===== src/rtl/wb_block_copier.sv =====
// wb_block_copier: Wishbone pipelined master that copies a block of words
// from src to dst on a single port, one read then one write per word.
//
// Ports:
//   clk, rst                  clock, synchronous active-high reset
//   cmd_valid_i/cmd_ready_o   command handshake (ready only when idle)
//   cmd_src_i/cmd_dst_i       first source / destination word address
//   cmd_len_i                 word count (0 = no bus activity)
//   busy_o                    high while a command is in progress
//   done_o                    one-cycle pulse at the end of a command
//   err_o                     pulses with done_o on an ack timeout
//   words_done_o              words written for the current/last command
//   wb_cyc_o .. wb_sel_o      Wishbone pipelined master request side
//   wb_stall_i, wb_ack_i      Wishbone stall / ack
//   wb_data_i                 read data, valid with wb_ack_i
//
// Optional feature: define WB_TIMEOUT_EN to abort a command when an ack
// does not arrive within TIMEOUT cycles (done_o and err_o pulse together).
module wb_block_copier #(
    parameter int AW      = 9,
    parameter int DW      = 32,
    parameter int LW      = 10,
    parameter int TIMEOUT = 16
) (
    input  logic            clk,
    input  logic            rst,
    input  logic            cmd_valid_i,
    output logic            cmd_ready_o,
    input  logic [AW-1:0]   cmd_src_i,
    input  logic [AW-1:0]   cmd_dst_i,
    input  logic [LW-1:0]   cmd_len_i,
    output logic            busy_o,
    output logic            done_o,
    output logic            err_o,
    output logic [LW-1:0]   words_done_o,
    output logic            wb_cyc_o,
    output logic            wb_stb_o,
    output logic            wb_we_o,
    output logic [AW-1:0]   wb_addr_o,
    output logic [DW-1:0]   wb_data_o,
    output logic [DW/8-1:0] wb_sel_o,
    input  logic            wb_stall_i,
    input  logic            wb_ack_i,
    input  logic [DW-1:0]   wb_data_i
);

    typedef enum logic [2:0] {
        S_IDLE,
        S_RD_REQ,
        S_RD_WAIT,
        S_WR_REQ,
        S_WR_WAIT,
        S_DONE
    } state_e;

    state_e        state_q, state_d;
    logic [AW-1:0] src_q, src_d;
    logic [AW-1:0] dst_q, dst_d;
    logic [LW-1:0] rem_q, rem_d;
    logic [LW-1:0] words_q, words_d;
    logic [DW-1:0] hold_q, hold_d;

`ifdef WB_TIMEOUT_EN
    localparam int TW = $clog2(TIMEOUT + 1);

    logic [TW-1:0] tmo_q, tmo_d;
    logic          err_q, err_d;
    logic          tmo_hit;

    // Last allowed wait cycle without ack; the abort lands DONE exactly
    // TIMEOUT cycles after entering the wait state.
    assign tmo_hit = (tmo_q == TW'(TIMEOUT - 1));
`else
    if (TIMEOUT < 1) begin : g_tmo_unused
    end
`endif

    always_comb begin
        state_d     = state_q;
        src_d       = src_q;
        dst_d       = dst_q;
        rem_d       = rem_q;
        words_d     = words_q;
        hold_d      = hold_q;
        cmd_ready_o = 1'b0;
        busy_o      = 1'b1;
        done_o      = 1'b0;
        wb_cyc_o    = 1'b0;
        wb_stb_o    = 1'b0;
        wb_we_o     = 1'b0;
        wb_addr_o   = '0;
        wb_data_o   = '0;
        wb_sel_o    = '0;
`ifdef WB_TIMEOUT_EN
        err_d       = err_q;
`endif
        unique case (state_q)
            S_IDLE: begin
                cmd_ready_o = 1'b1;
                busy_o      = 1'b0;
                if (cmd_valid_i) begin
                    src_d   = cmd_src_i;
                    dst_d   = cmd_dst_i;
                    rem_d   = cmd_len_i;
                    words_d = '0;
`ifdef WB_TIMEOUT_EN
                    err_d   = 1'b0;
`endif
                    state_d = (cmd_len_i == '0) ? S_DONE : S_RD_REQ;
                end
            end
            S_RD_REQ: begin
                wb_cyc_o  = 1'b1;
                wb_stb_o  = 1'b1;
                wb_addr_o = src_q;
                if (!wb_stall_i) state_d = S_RD_WAIT;
            end
            S_RD_WAIT: begin
                wb_cyc_o = 1'b1;
                if (wb_ack_i) begin
                    hold_d  = wb_data_i;
                    state_d = S_WR_REQ;
                end
`ifdef WB_TIMEOUT_EN
                else if (tmo_hit) begin
                    err_d   = 1'b1;
                    state_d = S_DONE;
                end
`endif
            end
            S_WR_REQ: begin
                wb_cyc_o  = 1'b1;
                wb_stb_o  = 1'b1;
                wb_we_o   = 1'b1;
                wb_sel_o  = '1;
                wb_addr_o = dst_q;
                wb_data_o = hold_q;
                if (!wb_stall_i) state_d = S_WR_WAIT;
            end
            S_WR_WAIT: begin
                wb_cyc_o = 1'b1;
                if (wb_ack_i) begin
                    words_d = words_q + 1'b1;
                    src_d   = src_q + 1'b1;
                    dst_d   = dst_q + 1'b1;
                    rem_d   = rem_q - 1'b1;
                    state_d = (rem_q == LW'(1)) ? S_DONE : S_RD_REQ;
                end
`ifdef WB_TIMEOUT_EN
                else if (tmo_hit) begin
                    err_d   = 1'b1;
                    state_d = S_DONE;
                end
`endif
            end
            S_DONE: begin
                done_o  = 1'b1;
                state_d = S_IDLE;
            end
            default: begin
                state_d = S_IDLE;
            end
        endcase
    end

    always_ff @(posedge clk) begin
        if (rst) begin
            state_q <= S_IDLE;
            src_q   <= '0;
            dst_q   <= '0;
            rem_q   <= '0;
            words_q <= '0;
            hold_q  <= '0;
        end else begin
            state_q <= state_d;
            src_q   <= src_d;
            dst_q   <= dst_d;
            rem_q   <= rem_d;
            words_q <= words_d;
            hold_q  <= hold_d;
        end
    end

`ifdef WB_TIMEOUT_EN
    // Counter restarts on every state change and only runs while waiting.
    always_comb begin
        tmo_d = '0;
        if (state_d == state_q &&
            (state_q == S_RD_WAIT || state_q == S_WR_WAIT)) begin
            tmo_d = tmo_q + 1'b1;
        end
    end

    always_ff @(posedge clk) begin
        if (rst) begin
            tmo_q <= '0;
            err_q <= 1'b0;
        end else begin
            tmo_q <= tmo_d;
            err_q <= err_d;
        end
    end

    assign err_o = done_o & err_q;
`else
    assign err_o = 1'b0;
`endif

    assign words_done_o = words_q;

endmodule

===== config.mk =====
export PLATFORM = sky130hd
export DESIGN_NAME = wb_block_copier
export DESIGN_NICKNAME = d
export VERILOG_FILES = /design/src/rtl/wb_block_copier.sv
export SDC_FILE = /design/constraint.sdc
export NUM_CORES = 1
export LEC_CHECK = 0
export CORE_UTILIZATION = 25
export CTS_CLUSTER_DIAMETER = 200
export DETAILED_ROUTE_END_ITERATION = 12
export HOLD_SLACK_MARGIN = 0.02
export PLACE_DENSITY = 0.52
export SKIP_LAST_GASP = 1
export SLEW_MARGIN = 10
export SYNTH_ARGS = -nofsm -noshare
export SYNTH_HDL_FRONTEND = slang
export SYNTH_SLANG_ARGS = --single-unit

===== constraint.sdc =====
create_clock -name clk -period 3.8 [get_ports clk]
set_input_delay 0.76 -clock clk [delete_from_list [all_inputs] [get_ports clk]]
set_output_delay 0.76 -clock clk [all_outputs]
set_load 0.1 [all_outputs]

==> results.sh <==
export IMPL_worstSkewPairLatency_ns=0.33
export IMPL_power_density_nw_per_um2=387.1
export IMPL_finalSetupViolations=0
export IMPL_cts_tree="done"
export IMPL_crit_chain="nand2b_1, inv_1, and3_1, buf_4"
export IMPL_required_ns=3.04
export IMPL_ctsResizeCount=0
export IMPL_synth_area_top_cells="dfxtp_1 37%, a21oi_1 8.4%, nand2_1 8.2%, and3_1 5.9%, nor2_1 3.0%"
export IMPL_r2r_slack_ns=1.31
export IMPL_max_stage_delay_ns=0.71
export IMPL_io_buffer_count=125
export IMPL_synth_edf_count=0
export IMPL_final_common_cell="nand2_1"
export IMPL_maxSlewHeadroom_pct=34.86
export IMPL_die_area_um2=16180
export IMPL_critical_path_buf_inv_count=2
export IMPL_vias=4009
export IMPL_htreeDepth=3
export IMPL_io_pins=127
export IMPL_nets=682
export IMPL_ys_seq_elements=73
export IMPL_outcome="completed"
export IMPL_diodes=0
export IMPL_hold_viol=0
export IMPL_routed_wl_mm=11.92
export IMPL_yosys_cell_types_count=47
export IMPL_layout_common_cells="86 x nand2_1, 73 x clkdlybuf4s50_1, 72 x dfxtp_1"
export IMPL_syn_inst=516
export IMPL_synthArstFlopShare_pct=0
export IMPL_synth_area_leader_cell="dfxtp_1"
export IMPL_viasPerCell=4.848
export IMPL_cts_hold_buf=0
export IMPL_hold_end="hold_q[9]$_SDFFE_PP0P_"
export IMPL_clkSlewWorstSetupHoldPaths_ns=0.06
export IMPL_grt_antenna_before_repair=0
export IMPL_grt_start_max_net_pins=67
export IMPL_met1Wirelength_mm=5.518
export IMPL_crit_type="reg2out"
export IMPL_hold_start="hold_q[9]$_SDFFE_PP0P_"
export IMPL_holdCritPathClass="reg2reg"
export IMPL_grt_pass1_vias=3652
export IMPL_fp_dieH_um=127.2
export IMPL_cp_end_kind="primary output"
export IMPL_n_fill_cell=1611
export IMPL_firstDrtPassIters=5
export IMPL_grt_overflow=0
export IMPL_fin_setup_tns_ns=0
export IMPL_final_layout_size_suffix_gt1_share_pct=12.50
export IMPL_postSynthAreaPerCell_um2=7.594
export IMPL_tightest_slew_ns=0.9741
export IMPL_rr_worst_depth=5
export IMPL_drtAntennaViolNets=0
export IMPL_fin_worst_skew_ns=0.005983
export IMPL_period_share_pct=86.27
export IMPL_crit_family="buffers and inverters"
export IMPL_seq_area_frac_synth_pct=37.29
export IMPL_r2r_start="state_q[1]$_SDFFE_PP0P_"
export IMPL_wl_met2_mm=5.663
export IMPL_initial_core_util_pct=25.68
export IMPL_whs_path_depth=2
export IMPL_synth_top_area_share_pct=37.29
export IMPL_grt_first_pass_wirelength_mm=18.84
export IMPL_finalWeightedCongestion=0.8488
export IMPL_die_width_um=127.2
export IMPL_route_detailed_drc=0
export IMPL_grtUsageTotal_pct=14.76
export IMPL_fin_util_pct=35.35
export IMPL_rsz0062_at_grt="no"
export IMPL_cp_max_fo=34
export IMPL_hpwl_mm=8.407
export IMPL_max_clock_path_buffers=2
export IMPL_cp_slowest_cell="inv_1"
export IMPL_top_layer_used="met4"
export IMPL_drtIter0Drc=258
export IMPL_p_leak_nw=2.095
export IMPL_fin_crit_ns=3.278
export IMPL_p_total_mw=2.088
export IMPL_route_met3_wl_um=505
export IMPL_area_growth_pct=37.64
export IMPL_rr_endpoint="dst_q[3]$_SDFFE_PP0P_"
export IMPL_clockRootBuffer="clkbuf_16"
export IMPL_ir_worst_vdd_mv=0.2189
export IMPL_synth_area_um2=3919
export IMPL_wl_per_cell_um=14.41
export IMPL_maxCapViolCount=0
export IMPL_max_freq_ghz=0.3050
export IMPL_yosysWarnings=0
export IMPL_cp_arrival_ns=2.52
export IMPL_post_cts_buffers=0
export IMPL_final_area_um2=5394
export IMPL_rows=45
export IMPL_syn_num_nets=586
export IMPL_synthFlopType="dfxtp_1"
export IMPL_cts_num_sinks=73
export IMPL_start_kind="register"
export IMPL_core_area_um2=15260
export IMPL_dpl_cell_area_um2=5096
export IMPL_numCtsBuffers=9
export IMPL_drv_slew=0
[tightest hold or removal path, cell delays in order, from the launching register on]
cell	delay, ns
dfxtp_1	0.30
nand2_1	0.05
a21oi_1	0.05
[cell type report]
cell class	count	area, um2	area share [%]
Clock buffer	13	260.3	4.825
Multi-Input combinational cell	380	2146	39.78
Inverter	18	67.56	1.253
Clock inverter	2	37.54	0.6959
Sequential cell	73	1463	27.12
Timing Repair Buffer	130	1156	21.43
Tap cell	211	264.0	4.894
[synthesized netlist by cell type, types with 2 or more instances]
library cell   n
inv_1         18
and2_1         3
o31ai_1        2
clkbuf_1      24
nand4_1        9
mux2i_1       11
a311oi_1       5
mux2_2         2
nand2b_1       6
o21ai_1        2
a21o_1         3
nor3_1         8
and4_1         3
nor2_1        31
and2_0         3
a22oi_1        2
xnor2_1        2
dfxtp_1       73
and3_1        37
nand2_1       86
a211o_1        2
a21oi_1       66
nand3_1       17
or3_1          6
buf_2          8
nor3b_1        2
nor2b_1        2
buf_4          8
a31oi_1        4
o21ai_0       20
a211oi_1       4
nor4_1         5
xor2_1         4
buf_6          5
ha_1           5
o32ai_1       11
nand3b_1       2
o31a_1         6
[through the flow]
stage               std cells  setup WS, ns  hold slack (ns)
global route              827        0.3291           0.4777
global placement          812        0.9829           0.4368
detailed placement        812        0.8776           0.4450
floorplan                 516        0.2793           0.4319
CTS                       827        0.5174           0.4529
finish                    827        0.5218           0.4497
[routing by layer]
metal / global-route usage [%] / up-vias
met5: 0 / -
met4: 5.952 / 0
met1: 19.46 / 1897
met2: 23.98 / 95
li1: - / 2002
met3: 2.429 / 15
[cells by family (layout without fill, tap and decap cells)]
family	after synthesis	count (layout)	synth area share, %
buf+inv	63	163	8.014
simple gates	225	225	28.26
other cells	1	1	0.09569
mux	13	13	3.384
compound gates	130	130	20.02
fa+ha+maj	5	5	1.596
xor+xnor	6	6	1.341
flops	73	73	37.29
[how the worst max path moves through the flow]
stage | from | slack [ns] | to | cells past startpoint
final | state_q[0]$_SDFFE_PP0P_ | 0.52 | wb_data_o[8] | 4
after CTS | state_q[0]$_SDFFE_PP0P_ | 0.52 | wb_data_o[9] | 4
after global routing | state_q[0]$_SDFFE_PP0P_ | 0.33 | wb_data_o[20] | 4
after detailed placement | state_q[0]$_SDFFE_PP0P_ | 0.88 | wb_data_o[9] | 4
after global placement | state_q[2]$_SDFFE_PP0P_ | 0.98 | wb_data_o[10] | 4
after floorplan | state_q[2]$_SDFFE_PP0P_ | 0.28 | wb_sel_o[0] | 5
[power by group]
part,internal (mW),switching (mW)
clock,0.541,0.319
sequential,0.803,0.0505
combinational,0.141,0.233
total,1.49,0.602
[flip-flops by register name (all words and copies together) (netlist names)]
signal	cells
words_done_o	10
rem_q	10
src_q	9
state_q	3
dst_q	9
hold_q	32
Power figures use the tool's default switching activity.
